`config.mk`:
```
export PLATFORM = sky130hd
export DESIGN_NAME = irq_arbiter_flat
export DESIGN_NICKNAME = d
export VERILOG_FILES = /design/src/rtl/irq_arbiter_pkg.sv /design/src/rtl/irq_arbiter_if.sv /design/src/rtl/irq_arbiter_prio_enc.sv /design/src/rtl/irq_arbiter.sv /design/src/flat_wrapper.sv
export SDC_FILE = /design/constraint.sdc
export NUM_CORES = 1
export LEC_CHECK = 0
export CORE_MARGIN = 2
export CORE_UTILIZATION = 35
export DETAILED_ROUTE_END_ITERATION = 8
export PLACE_DENSITY = 0.83
export SETUP_SLACK_MARGIN = 0.05
export SYNTH_ARGS = -nofsm -noshare
export SYNTH_HDL_FRONTEND = slang
export SYNTH_SLANG_ARGS = --single-unit
```
`constraint.sdc`:
```
create_clock -name clk -period 5 [get_ports clk]
set_clock_uncertainty 0.1 [all_clocks]
set_input_delay 1 -clock clk [delete_from_list [all_inputs] [get_ports clk]]
set_output_delay 1 -clock clk [all_outputs]
set_load 0.005 [all_outputs]
```
`src/rtl/irq_arbiter_pkg.sv`:
```
// irq_arbiter_pkg: cause codes, privilege encodings and FSM states shared by the interrupt arbiter
package irq_arbiter_pkg;

    localparam logic [4:0] IRQ_SSI = 5'd1;
    localparam logic [4:0] IRQ_MSI = 5'd3;
    localparam logic [4:0] IRQ_STI = 5'd5;
    localparam logic [4:0] IRQ_MTI = 5'd7;
    localparam logic [4:0] IRQ_SEI = 5'd9;
    localparam logic [4:0] IRQ_MEI = 5'd11;

    localparam logic [1:0] PRIV_U = 2'b00;
    localparam logic [1:0] PRIV_S = 2'b01;
    localparam logic [1:0] PRIV_M = 2'b11;

    typedef enum logic [1:0] {ST_IDLE, ST_REQ, ST_HOLD} state_t;

endpackage

```
`src/rtl/irq_arbiter_if.sv`:
```
// irq_arbiter_if: interrupt request/ack handshake between the arbiter (master) and trap logic (slave)
interface irq_arbiter_if;

    logic       irq_req;
    logic [4:0] irq_cause;
    logic       irq_to_s;
    logic       irq_timeout;
    logic       trap_ack;
    logic       exc_taken;

    modport master (output irq_req, irq_cause, irq_to_s, irq_timeout, input trap_ack, exc_taken);
    modport slave  (input irq_req, irq_cause, irq_to_s, irq_timeout, output trap_ack, exc_taken);

endinterface

```
`src/rtl/irq_arbiter_prio_enc.sv`:
```
// irq_arbiter_prio_enc: fixed RISC-V priority pick (MEI, MSI, MTI, SEI, SSI, STI) over enabled candidates
module irq_arbiter_prio_enc
    import irq_arbiter_pkg::*;
(
    input  logic [31:0] cand,
    input  logic [31:0] cand_s,
    output logic        valid,
    output logic [4:0]  cause,
    output logic        to_s
);

    // highest-priority candidate wins; to_s follows the winner's delegation
    always_comb begin
        cause = cand[IRQ_MEI] ? IRQ_MEI :
                cand[IRQ_MSI] ? IRQ_MSI :
                cand[IRQ_MTI] ? IRQ_MTI :
                cand[IRQ_SEI] ? IRQ_SEI :
                cand[IRQ_SSI] ? IRQ_SSI : IRQ_STI;
        valid = |cand;
        to_s  = |(cand_s & (32'd1 << cause));
    end

endmodule

```
`src/rtl/irq_arbiter.sv`:
```
// irq_arbiter: arbitrates pending interrupts and sequences req/ack delivery to trap logic; IRQ_SYNC_EN adds 2-flop sync on meip/seip
module irq_arbiter
    import irq_arbiter_pkg::*;
#(
    parameter int HOLD_CYCLES = 2,
    parameter int REQ_TIMEOUT = 64
) (
    input  logic        clk,
    input  logic        rst,
    input  logic        stall,
    input  logic        msip,
    input  logic        mtip,
    input  logic        meip,
    input  logic        ssip,
    input  logic        stip,
    input  logic        seip,
    input  logic [31:0] mie,
    input  logic [31:0] mideleg,
    input  logic        mstatus_mie,
    input  logic        mstatus_sie,
    input  logic [1:0]  priv,
    irq_arbiter_if.master bus,
    output logic        wfi_wake
);

    localparam int HW = HOLD_CYCLES > 1 ? $clog2(HOLD_CYCLES) : 1;
    localparam int TW = REQ_TIMEOUT > 1 ? $clog2(REQ_TIMEOUT) : 1;

    logic          meip_s, seip_s;
    logic [31:0]   pend, act, cand, cand_s;
    logic          m_en, s_en;
    logic          win_valid, win_to_s;
    logic [4:0]    win_cause;
    state_t        state;
    logic [HW-1:0] hcnt;
    logic [TW-1:0] tcnt;

`ifdef IRQ_SYNC_EN
    logic [1:0] meip_q, seip_q;

    // two-flop synchronisers for the asynchronous PLIC/UART lines
    always_ff @(posedge clk) begin
        if (rst) begin
            meip_q <= '0;
            seip_q <= '0;
        end else begin
            meip_q <= {meip_q[0], meip};
            seip_q <= {seip_q[0], seip};
        end
    end

    assign meip_s = meip_q[1];
    assign seip_s = seip_q[1];
`else
    assign meip_s = meip;
    assign seip_s = seip;
`endif

    // mip image, per-privilege global enables and the enabled candidate sets
    always_comb begin
        pend   = {20'b0, meip_s, 1'b0, seip_s, 1'b0, mtip, 1'b0, stip, 1'b0, msip, 1'b0, ssip, 1'b0};
        act    = pend & mie;
        m_en   = priv != PRIV_M || mstatus_mie;
        s_en   = priv == PRIV_U || (priv == PRIV_S && mstatus_sie);
        cand_s = act & mideleg & {32{s_en}};
        cand   = (act & ~mideleg & {32{m_en}}) | cand_s;
        wfi_wake = |act;
    end

    irq_arbiter_prio_enc u_enc (
        .cand   (cand),
        .cand_s (cand_s),
        .valid  (win_valid),
        .cause  (win_cause),
        .to_s   (win_to_s)
    );

    // delivery FSM: latch a winner, hold it until ack/exception/timeout, then back off
    always_ff @(posedge clk) begin
        if (rst) begin
            state           <= ST_IDLE;
            bus.irq_req     <= 1'b0;
            bus.irq_cause   <= '0;
            bus.irq_to_s    <= 1'b0;
            bus.irq_timeout <= 1'b0;
            hcnt            <= '0;
            tcnt            <= '0;
        end else if (!stall) begin
            bus.irq_timeout <= 1'b0;
            case (state)
                ST_IDLE: if (win_valid && !bus.exc_taken) begin
                    state         <= ST_REQ;
                    bus.irq_req   <= 1'b1;
                    bus.irq_cause <= win_cause;
                    bus.irq_to_s  <= win_to_s;
                    tcnt          <= '0;
                end
                ST_REQ: if (bus.trap_ack) begin
                    state       <= ST_HOLD;
                    bus.irq_req <= 1'b0;
                    hcnt        <= '0;
                end else if (bus.exc_taken) begin
                    state       <= ST_IDLE;
                    bus.irq_req <= 1'b0;
                end else if (tcnt == TW'(REQ_TIMEOUT - 1)) begin
                    state           <= ST_IDLE;
                    bus.irq_req     <= 1'b0;
                    bus.irq_timeout <= 1'b1;
                end else begin
                    tcnt <= tcnt + 1'b1;
                end
                ST_HOLD: if (hcnt == HW'(HOLD_CYCLES - 1)) state <= ST_IDLE;
                         else hcnt <= hcnt + 1'b1;
                default: state <= ST_IDLE;
            endcase
        end
    end

endmodule
```
`src/flat_wrapper.sv`:
```
// flat-port wrapper written by rule: the top's interface ports become plain ports
module irq_arbiter_flat import irq_arbiter_pkg::*;
#(
    parameter int HOLD_CYCLES = 2,
    parameter int REQ_TIMEOUT = 64
)
  (clk, rst, stall, msip, mtip, meip, ssip, stip, seip, mie, mideleg, mstatus_mie, mstatus_sie, priv, wfi_wake, bus_irq_req, bus_irq_cause, bus_irq_to_s, bus_irq_timeout, bus_trap_ack, bus_exc_taken);
  irq_arbiter_if bus_i ();
  input  logic clk;
  input  logic rst;
  input  logic stall;
  input  logic msip;
  input  logic mtip;
  input  logic meip;
  input  logic ssip;
  input  logic stip;
  input  logic seip;
  input  logic [31:0] mie;
  input  logic [31:0] mideleg;
  input  logic mstatus_mie;
  input  logic mstatus_sie;
  input  logic [1:0] priv;
  output logic wfi_wake;
  output wire logic [$bits(bus_i.irq_req)-1:0] bus_irq_req;
  output wire logic [$bits(bus_i.irq_cause)-1:0] bus_irq_cause;
  output wire logic [$bits(bus_i.irq_to_s)-1:0] bus_irq_to_s;
  output wire logic [$bits(bus_i.irq_timeout)-1:0] bus_irq_timeout;
  input wire logic [$bits(bus_i.trap_ack)-1:0] bus_trap_ack;
  input wire logic [$bits(bus_i.exc_taken)-1:0] bus_exc_taken;
  assign bus_irq_req = bus_i.irq_req;
  assign bus_irq_cause = bus_i.irq_cause;
  assign bus_irq_to_s = bus_i.irq_to_s;
  assign bus_irq_timeout = bus_i.irq_timeout;
  assign bus_i.trap_ack = bus_trap_ack;
  assign bus_i.exc_taken = bus_exc_taken;
  irq_arbiter #(.HOLD_CYCLES(HOLD_CYCLES), .REQ_TIMEOUT(REQ_TIMEOUT)) u_core (.clk(clk), .rst(rst), .stall(stall), .msip(msip), .mtip(mtip), .meip(meip), .ssip(ssip), .stip(stip), .seip(seip), .mie(mie), .mideleg(mideleg), .mstatus_mie(mstatus_mie), .mstatus_sie(mstatus_sie), .priv(priv), .bus(bus_i), .wfi_wake(wfi_wake));
endmodule
```
==> summary.txt, run 1 <==
Outcome
  • Run status: completed

CTS
  • Hold-fix buffers, CTS: 0
  • Postcts setup bufs: 0
  • Total CTS buffers: 3
  • Post-CTS sizing: 0
  • Root Driver: clkbuf_4
  • H-tree depth: 1
  • Clk buf depth: 2
  • CTS clock-pin slew for the worst setup and hold paths: 0.09 ns
  • CTS tree: yes
  • Skew-Pair Late Insertion Delay: 0.29 ns
  • Clock Sinks: 16

Final layout
  • Post-layout net count: 259
  • Layout cells sized above 1: 0.0899
  • # diodes: 0
  • FILL cells: a little over 300
  • Layout area overhead: 36.4%

Logic synthesis
  • Syn. warnings: 0
  • Yosys cell types: 45
  • Cell taking the most area after synthesis: dfxtp_1
  • Mapped Cells: 145
  • Area contributors post-synth: dfxtp_1 (29%), a21oi_1 (6.8%), nand2_1 (6.5%)
  • Synthesized area per cell: 7.62 um^2
  • Post-synth EDFFs: 0
  • Syn Std Cell Area: 1100 um^2
  • Syn_nets: 225
  • Yosys reg bits: 16
  • Synth top area share: 0.290
  • Main flop type after synthesis: dfxtp_1
  • Ys async rst share: 0
  • Post-synthesis sequential area ratio: 0.290

Detailed routing
  • Router iterations before antenna repair: 4
  • Routed WL per cell: approximately 12 um
  • # DRC: 0
  • Iter 0 DRT Violations: 51
  • Vias/cell: 5.29
  • Routed WL: 2630 um
  • Post-route ant nets: 0
  • Vias: 1175

Placement
  • Post-DP HPWL: roughly 2100 um
  • Gpl congestion: 0.836
  • Port Buffers: 34
  • DP Worst Slack: roughly 1.5 ns

Global route
  • First-pass GRT wire length: 4710 um
  • Grt ovf: 0
  • Number of global-route vias before repair: 1052
  • Gr usage total: 0.170
  • Largest net degree at the start of global routing: 12
  • Initial antenna violation count: 0

Critical path
  • Crit Path Class: input port to output pin
  • CP startpoint kind: input port
  • R2R Setup Slk: 2.59 ns
  • Setup crit end kind: output pin
  • Crit path DAT: around 2.4 ns
  • Worst r2r src: u_core.tcnt[0]
  • Worst Path Max Fanout: 3
  • R2r endpoint: u_core.tcnt[3]
  • Worst Path Required: 3.90 ns
  • Cells on worst reg2reg path: 7

Min path
  • HP Start: u_core.bus.irq_timeout
  • Hold Crit Class: register to register
  • Hold Path Cell Cnt: 2
  • WHS Endpoint: u_core.bus.irq_timeout

Floorplan
  • Core Region: 3030 um^2
  • Starting density of the core: 0.365
  • Die width: ~60 um
  • I/O pin total: 88
  • Die height: between 60 and 70 um
  • Die area: approximately 3600 um^2
  • Row cnt: 20

STA
  • Final min period: around 3.5 ns
  • Setup Total Neg Slack: 0 ns
  • Setup violators final: 0
  • Slew Limit Fails: 0
  • Final Cycle Share: 0.695
  • Final worst slack: 1.53 ns
  • Hold violation total from the final report: 0
  • Rel. slew slack: 0.506
  • Slew @ Worst Pin: 0.734 ns
  • Max Clk Rate: 288 MHz
  • RSZ-0062 raised after global routing: no

Pwr
  • Lkg Pwr: 0.512 nW
  • Pwr dens: 204 nW/um^2
  • VDD IR max: between 0.09 and 0.1 mV
  • Total power: around 300 uW

Job
  • Max-Cap Viols: 0
-- synth_stat cells (2+ instances only) --
| cell type | count |
|---|---|
| a211oi_1 | 5 |
| and4_1 | 2 |
| o221a_2 | 2 |
| nand3b_1 | 3 |
| a311oi_1 | 2 |
| and3_1 | 2 |
| nand2_1 | 19 |
| a21oi_1 | 15 |
| nor2_1 | 12 |
| inv_1 | 4 |
| and3b_1 | 2 |
| nand3_1 | 6 |
| dfxtp_1 | 16 |
| a31oi_1 | 2 |
| nand2b_1 | 2 |
| clkbuf_1 | 3 |
| o21a_1 | 2 |
| nor3_1 | 5 |
| a211o_1 | 2 |
| nand4_1 | 5 |
| o21ai_0 | 9 |
| o211ai_1 | 2 |
-- worst max-delay path by stage --
stage          startpoint              to  slack [ns]
6_report           mie[9]        wfi_wake        1.53
2_1_floorplan     priv[0]  u_core.tcnt[3]        2.26
4_1_cts           mie[11]        wfi_wake        1.53
3_5_place_dp       mie[1]        wfi_wake        1.55
3_3_place_gp         ssip        wfi_wake        1.54
5_1_grt              ssip        wfi_wake        1.48
-- critical path, stage by stage --
cell and delay [ns]:
clkdlybuf4s50_1 0.48, nand2_1 0.09, and4_1 0.21, nand3_1 0.09
clkdlybuf4s50_1 0.51
-- metal layers --
metal	global-route usage	routed length, um	vias to the layer above
li1	-	-	619
met1	0.232	1240	510
met2	0.266	1200	44
met3	0.0411	170	2
met4	0.0476	15	0
met5	0	0	-
-- flip-flops by register name (all words and copies together), names as in the netlist --
signal	flops
u_core.hcnt	1
u_core.tcnt	6
u_core.bus.irq_cause	4
u_core.state	2
u_core.bus.irq_req	1
u_core.bus.irq_to_s	1
u_core.bus.irq_timeout	1
-- stage by stage --
step	hold slack [ns]	area, um^2	util	instances
3_5_place_dp	0.342	1470	0.486	218
4_1_cts	0.356	1510	0.498	222
2_1_floorplan	0.348	1100	-	145
5_1_grt	0.384	1510	0.498	222
3_3_place_gp	0.341	1470	0.486	218
6_report	0.351	1510	0.498	222
-- cell type report --
class                   count  area, um^2  share of cell area
clock buffers               4        36.3              0.0241
repair buffers             34         340               0.226
multi-input cells         120         739               0.491
flip-flops and latches     16         320               0.213
well taps                  44        55.1              0.0365
inverters                   4        15.0             0.00997
-- placed cells by master, fill, tap and decap left out, types with 3 or more instances in the layout --
| cell type | synthesis | routed |
|---|---|---|
| o21ai_0 | 9 | 9 |
| a211oi_1 | 5 | 5 |
| nor2_1 | 12 | 12 |
| nand3_1 | 6 | 6 |
| clkbuf_4 | 0 | 3 |
| nor3_1 | 5 | 5 |
| nand3b_1 | 3 | 3 |
| dfxtp_1 | 16 | 16 |
| nand4_1 | 5 | 5 |
| inv_1 | 4 | 4 |
| clkdlybuf4s50_1 | 0 | 34 |
| a21oi_1 | 15 | 15 |
| nand2_1 | 19 | 19 |
-- cell families after synthesis --
family,after synthesis,share of synthesized area
AND/OR/NAND/NOR,68,0.340
AO/OA/AOI/OAI,50,0.315
flip-flops,16,0.290
buffers and inverters,9,0.0408
adder cells (fa/ha/maj),1,0.0113
other,1,0.00339
-- report_power, final --
group	total [mW]	internal [mW]	switching, mW
registers	0.136	0.132	0.00362
clock network	0.0862	0.0443	0.0419
logic	0.0851	0.0456	0.0395
Power figures use the tool's default switching activity.
==> run 2, diff against run 1 <==
CORE_UTILIZATION = 33   (was 35)
PLACE_DENSITY = 0.79   (was 0.83)
clock period = 3.4 ns   (was 5 ns; I/O delays follow)
==> run 2 against run 1 <==
  * Count of clock-buffer cells in the layout is 1 lower
  * Total power grew 38%
  * Register-to-register slack worse by 1.6 ns
  * Critical endpoint unchanged
  * Non-clock buffer count unchanged
  * Sequential share of layout area grew 0.16 points
  * Via count rose by 0.94%
  * Cell count is 0.45% higher
  * Worst setup slack got worse by 0.98 ns
  * First-iteration DRC count decreased by 63%
  * Critical path type unchanged
  * Die area rose by 5.6%
==> summary.txt, run 2 (synthesis results as in run 1) <==
Outcome
  • Run status: completed

Floorplan
  • Core Region: 3280 um^2
  • Die height: 61.9 um
  • Die width: 61.9 um
  • I/O pin total: 88
  • Row cnt: 21
  • Starting density of the core: 0.336
  • Die area: between 3000 and 4000 um^2

Critical path
  • Worst Path Max Fanout: 3
  • CP max stage cell: clkdlybuf4s50_1
  • Worst r2r src: u_core.tcnt[0]
  • Cells on worst reg2reg path: 7
  • Setup crit end kind: output pin
  • Crit Path Class: input port to output pin
  • R2r endpoint: u_core.tcnt[3]
  • Crit path cell chain: clkdlybuf4s50_1 -> nand2_1 -> and4_1 -> nand3_1 -> clkdlybuf4s50_1
  • Crit-path most repeated cell: clkdlybuf4s50_1
  • CP peak stage delay: 0.50 ns
  • CP startpoint kind: input port
  • R2R Setup Slk: 1.00 ns
  • Worst Path Required: 2.62 ns
  • Worst setup startpoint: meip
  • Crit path DAT: between 2 and 2.5 ns

Final layout
  • Biggest regs: u_core.tcnt x6, u_core.bus.irq_cause x4, u_core.state x2
  • Post-layout net count: 259
  • Max FFs per register: 6
  • FILL cells: approximately 350
  • Leading cell type in the layout, fill and taps excluded: clkdlybuf4s50_1
  • Layout area overhead: 35.3%
  • Layout cells sized above 1: 0.0847
  • Largest reg by FF count: u_core.tcnt
  • # diodes: 0
  • Commonest non-fill, non-tap cells in the layout: clkdlybuf4s50_1 (34), nand2_1 (19), dfxtp_1 (16), a21oi_1 (15), nor2_1 (12)
  • Final Core Density: 0.455

Placement
  • Gpl congestion: 0.818
  • Post-DP HPWL: approximately 2100 um
  • Port Buffers: 34

STA
  • Setup violators final: 0
  • RSZ-0062 raised after global routing: no
  • Final min period: 2.86 ns
  • Slew Limit Fails: 0
  • Final Cycle Share: 0.840
  • Slew @ Worst Pin: 0.669 ns
  • Setup Total Neg Slack: 0 ns
  • Rel. slew slack: 0.550
  • Max Clk Rate: approximately 350 MHz
  • Hold violation total from the final report: 0

Global route
  • Number of global-route vias before repair: 1042
  • First-pass GRT wire length: 4370 um
  • Gr usage total: 0.150
  • Initial antenna violation count: 0
  • Largest net degree at the start of global routing: 12
  • Grt ovf: 0

Job
  • Max-Cap Viols: 0

Min path
  • Hold Path Cell Cnt: 2
  • HP Start: u_core.bus.irq_timeout
  • Hold Crit Class: register to register
  • WHS Endpoint: u_core.bus.irq_timeout

Detailed routing
  • Post-route ant nets: 0
  • Routed WL: 2630 um
  • Iter 0 DRT Violations: 19
  • Vias: 1186
  • # DRC: 0
  • Router iterations before antenna repair: 4
  • Vias/cell: 5.32
  • Routed WL per cell: between 10 and 15 um

CTS
  • H-tree depth: 1
  • Clk buf depth: 2
  • Postcts setup bufs: 0
  • Hold-fix buffers, CTS: 0
  • CTS clock-pin slew for the worst setup and hold paths: 0.09 ns
  • Skew-Pair Late Insertion Delay: 0.28 ns
  • CTS tree: yes
  • Post-CTS sizing: 0
  • Root Driver: clkbuf_4
  • Clock Sinks: 16
  • Total CTS buffers: 3

Pwr
  • Total power: 423 uW
  • Pwr dens: about 280 nW/um^2
  • VDD IR max: 0.207 mV
  • Lkg Pwr: 0.505 nW
run 2: changes by cell type in the layout (fill, tap and decap cells not counted), sizes merged:
cell    previous run  this run
clkbuf             4         3
run 2: metal layers:
metal / track usage / part of all wire / vias up
met1: 0.188 / 0.46 / 538
met2: 0.259 / 0.49 / 30
met5: 0 / 0 / -
met4: 0.0334 / 0.0038 / 0
met3: 0.0393 / 0.045 / 2
li1: - / - / 616
run 2: worst max-delay path, delay by kind of cell:
| family | cells | cell delay, ns |
|---|---|---|
| buf+inv | 2 | 1.00 |
| simple gates | 3 | 0.39 |
run 2: layout make-up:
| type | count | area (um^2) | area share |
|---|---|---|---|
| well taps | 46 | 57.6 | 0.0385 |
| flip-flops and latches | 16 | 320 | 0.214 |
| multi-input cells | 120 | 739 | 0.495 |
| inverters | 4 | 15.0 | 0.0100 |
| repair buffers | 34 | 340 | 0.228 |
| clock buffers | 3 | 22.5 | 0.0151 |
run 2: where the power goes:
group,switching (mW),internal [mW],total [mW]
registers,0.00510,0.194,0.199
logic,0.0590,0.0671,0.126
clock network,0.0564,0.0411,0.0975
run 2: through the flow:
stage                     cell area [um^2]  hold slack (ns)  setup WS [ns]  std cells
after floorplan                       1100            0.348          0.977        145
after global placement                1470            0.347          0.514        220
after detailed placement              1470            0.353          0.523        220
after CTS                             1500            0.366          0.538        223
after global routing                  1500            0.391          0.478        223
final                                 1500            0.367          0.543        223
run 2: worst max-delay path by stage:
| stage | cells after the start | end | slack [ns] |
|---|---|---|---|
| after floorplan | 7 | u_core.tcnt[3] | 0.98 |
| after global placement | 6 | u_core.bus.irq_to_s | 0.51 |
| after detailed placement | 7 | u_core.tcnt[3] | 0.52 |
| after CTS | 5 | wfi_wake | 0.54 |
| after global routing | 5 | wfi_wake | 0.48 |
| final | 5 | wfi_wake | 0.54 |
==> run 3, diff against run 2 <==
CORE_UTILIZATION = 30   (was 33)
PLACE_DENSITY = 0.75   (was 0.79)
clock period = 2.4 ns   (was 3.4 ns; I/O delays follow)
==> run 3 against run 2 <==
  * Non-clock buffer count grew 24
  * Combinational power increased by 77%
  * Die area grew 9.3%
  * Sequential share of layout area shrank 3.0 points
  * Sequential power rose by 42%
  * Critical path depth grew 2
  * Routed wire length grew 14%
  * Count of clock-buffer cells in the layout rose by 1
  * Critical endpoint is now u_core.tcnt[3]
==> summary.txt, run 3 (synthesis results as in run 1) <==
Outcome
  • Run status: completed

Floorplan
  • Core Region: around 3600 um^2
  • I/O pin total: 88
  • Starting density of the core: 0.306
  • Row cnt: 22
  • Die height: 64.7 um
  • Die width: 64.7 um
  • Die area: 4180 um^2

Final layout
  • Final Core Density: 0.481
  • Max FFs per register: 6
  • Leading cell type in the layout, fill and taps excluded: clkdlybuf4s50_1
  • Layout cells sized above 1: 0.223
  • Biggest regs: u_core.tcnt x6, u_core.bus.irq_cause x4, u_core.state x2
  • Post-layout net count: about 280
  • Layout area overhead: 57.1%
  • Largest reg by FF count: u_core.tcnt
  • # diodes: 0
  • Commonest non-fill, non-tap cells in the layout: clkdlybuf4s50_1 (32), buf_4 (24), nand2_1 (19), dfxtp_1 (16), a21oi_1 (14)

Critical path
  • Crit Path Class: input port to register
  • Worst Path Required: 2.50 ns
  • R2R Setup Slk: between 0.15 and 0.2 ns
  • Crit path DAT: 2.41 ns
  • Worst Path Max Fanout: 5
  • Cells on worst reg2reg path: 7
  • CP startpoint kind: input port
  • Setup crit end kind: register
  • R2r endpoint: u_core.tcnt[3]
  • Worst r2r src: u_core.tcnt[0]

CTS
  • Total CTS buffers: 3
  • H-tree depth: 1
  • Postcts setup bufs: 0
  • Hold-fix buffers, CTS: 0
  • CTS clock-pin slew for the worst setup and hold paths: 0.07 ns
  • CTS tree: yes
  • Skew-Pair Late Insertion Delay: 0.25 ns
  • Root Driver: clkbuf_8
  • Clk buf depth: 2
  • Clock Sinks: 16

Min path
  • Hold Crit Class: register to register
  • Hold Path Cell Cnt: 2
  • WHS Endpoint: u_core.bus.irq_timeout
  • HP Start: u_core.bus.irq_timeout

STA
  • Hold WS: 0.364 ns
  • Max Clk Rate: about 430 MHz
  • Slew Limit Fails: 0
  • Final min period: 2.31 ns
  • Setup violators final: 0
  • RSZ-0062 raised after global routing: yes
  • Hold violation total from the final report: 0
  • Final Cycle Share: 0.963

Global route
  • Grt ovf: 0
  • Number of global-route vias before repair: 1226
  • Gr usage total: 0.151
  • Largest net degree at the start of global routing: 11
  • First-pass GRT wire length: 5050 um
  • Initial antenna violation count: 0

Detailed routing
  • Router iterations before antenna repair: 4
  • Post-route ant nets: 0
  • # DRC: 0
  • Vias/cell: 5.24
  • Routed WL: roughly 3000 um
  • Iter 0 DRT Violations: 43
  • Vias: 1311
  • Routed WL per cell: 12.0 um

Placement
  • Post-DP HPWL: 2310 um
  • Port Buffers: 34
  • Gpl congestion: 0.889

Pwr
  • Lkg Pwr: 0.649 nW
  • Pwr dens: 432 nW/um^2
  • VDD IR max: 0.330 mV

Job
  • Max-Cap Viols: 0
## run 3: how the worst max path moves through the flow
| stage | slack [ns] | cells after the start | end | start |
|---|---|---|---|---|
| after floorplan | 0.18 | 7 | u_core.tcnt[3] | priv[0] |
| after global placement | -0.17 | 7 | u_core.tcnt[3] | priv[0] |
| after detailed placement | -0.20 | 7 | u_core.tcnt[3] | priv[0] |
| after CTS | 0.07 | 7 | u_core.tcnt[3] | priv[0] |
| after global routing | 0.02 | 8 | u_core.tcnt[2] | priv[0] |
| final | 0.09 | 7 | u_core.tcnt[3] | priv[0] |
## run 3: metrics by stage
stage / cells / power [mW] / instance area [um^2] / setup slack [ns] / setup TNS (ns)
2_1_floorplan: 145 / 0.381 / 1100 / 0.177 / 0
3_3_place_gp: 246 / 0.502 / 1660 / -0.172 / -1.50
3_5_place_dp: 246 / 0.505 / 1660 / -0.202 / -1.81
4_1_cts: 250 / 0.747 / 1710 / 0.0680 / 0
5_1_grt: 250 / 0.786 / 1740 / 0.0178 / 0
6_report: 250 / 0.749 / 1740 / 0.0892 / 0
## run 3: final cells by class
class	count	area [um^2]
fillers	350	1870
multi-input cells	120	763
repair buffers	58	522
flip-flops and latches	16	320
well taps	48	60.1
clock buffers	4	55.1
inverters	4	15.0
## run 3: worst max-delay path, cell delays in order
cell,delay (ns)
clkdlybuf4s50_1,0.42
nor2b_4,0.14
or4b_4,0.51
and3_4,0.21
and4_4,0.18
or3_4,0.36
a21oi_2,0.11
## run 3: metal layers
| layer | vias up | wire length (um) | global-route usage |
|---|---|---|---|
| li1 | 664 | - | - |
| met1 | 609 | 1340 | 0.181 |
| met3 | 7 | 135 | 0.0434 |
| met2 | 31 | 1470 | 0.251 |
| met5 | - | 0 | 0 |
| met4 | 0 | 46 | 0.0638 |
## run 3: power breakdown
group          internal (mW)  switching (mW)  total, mW
Combinational          0.127          0.0956      0.223
Sequential             0.275         0.00733      0.283
Clock                  0.146          0.0979      0.244
## run 3: timing repair
item                       4_1_cts  5_1_grt
setup endpoints to repair        1        8
resized for setup                1        7
pin swaps                        0        3
cloned                           0        0
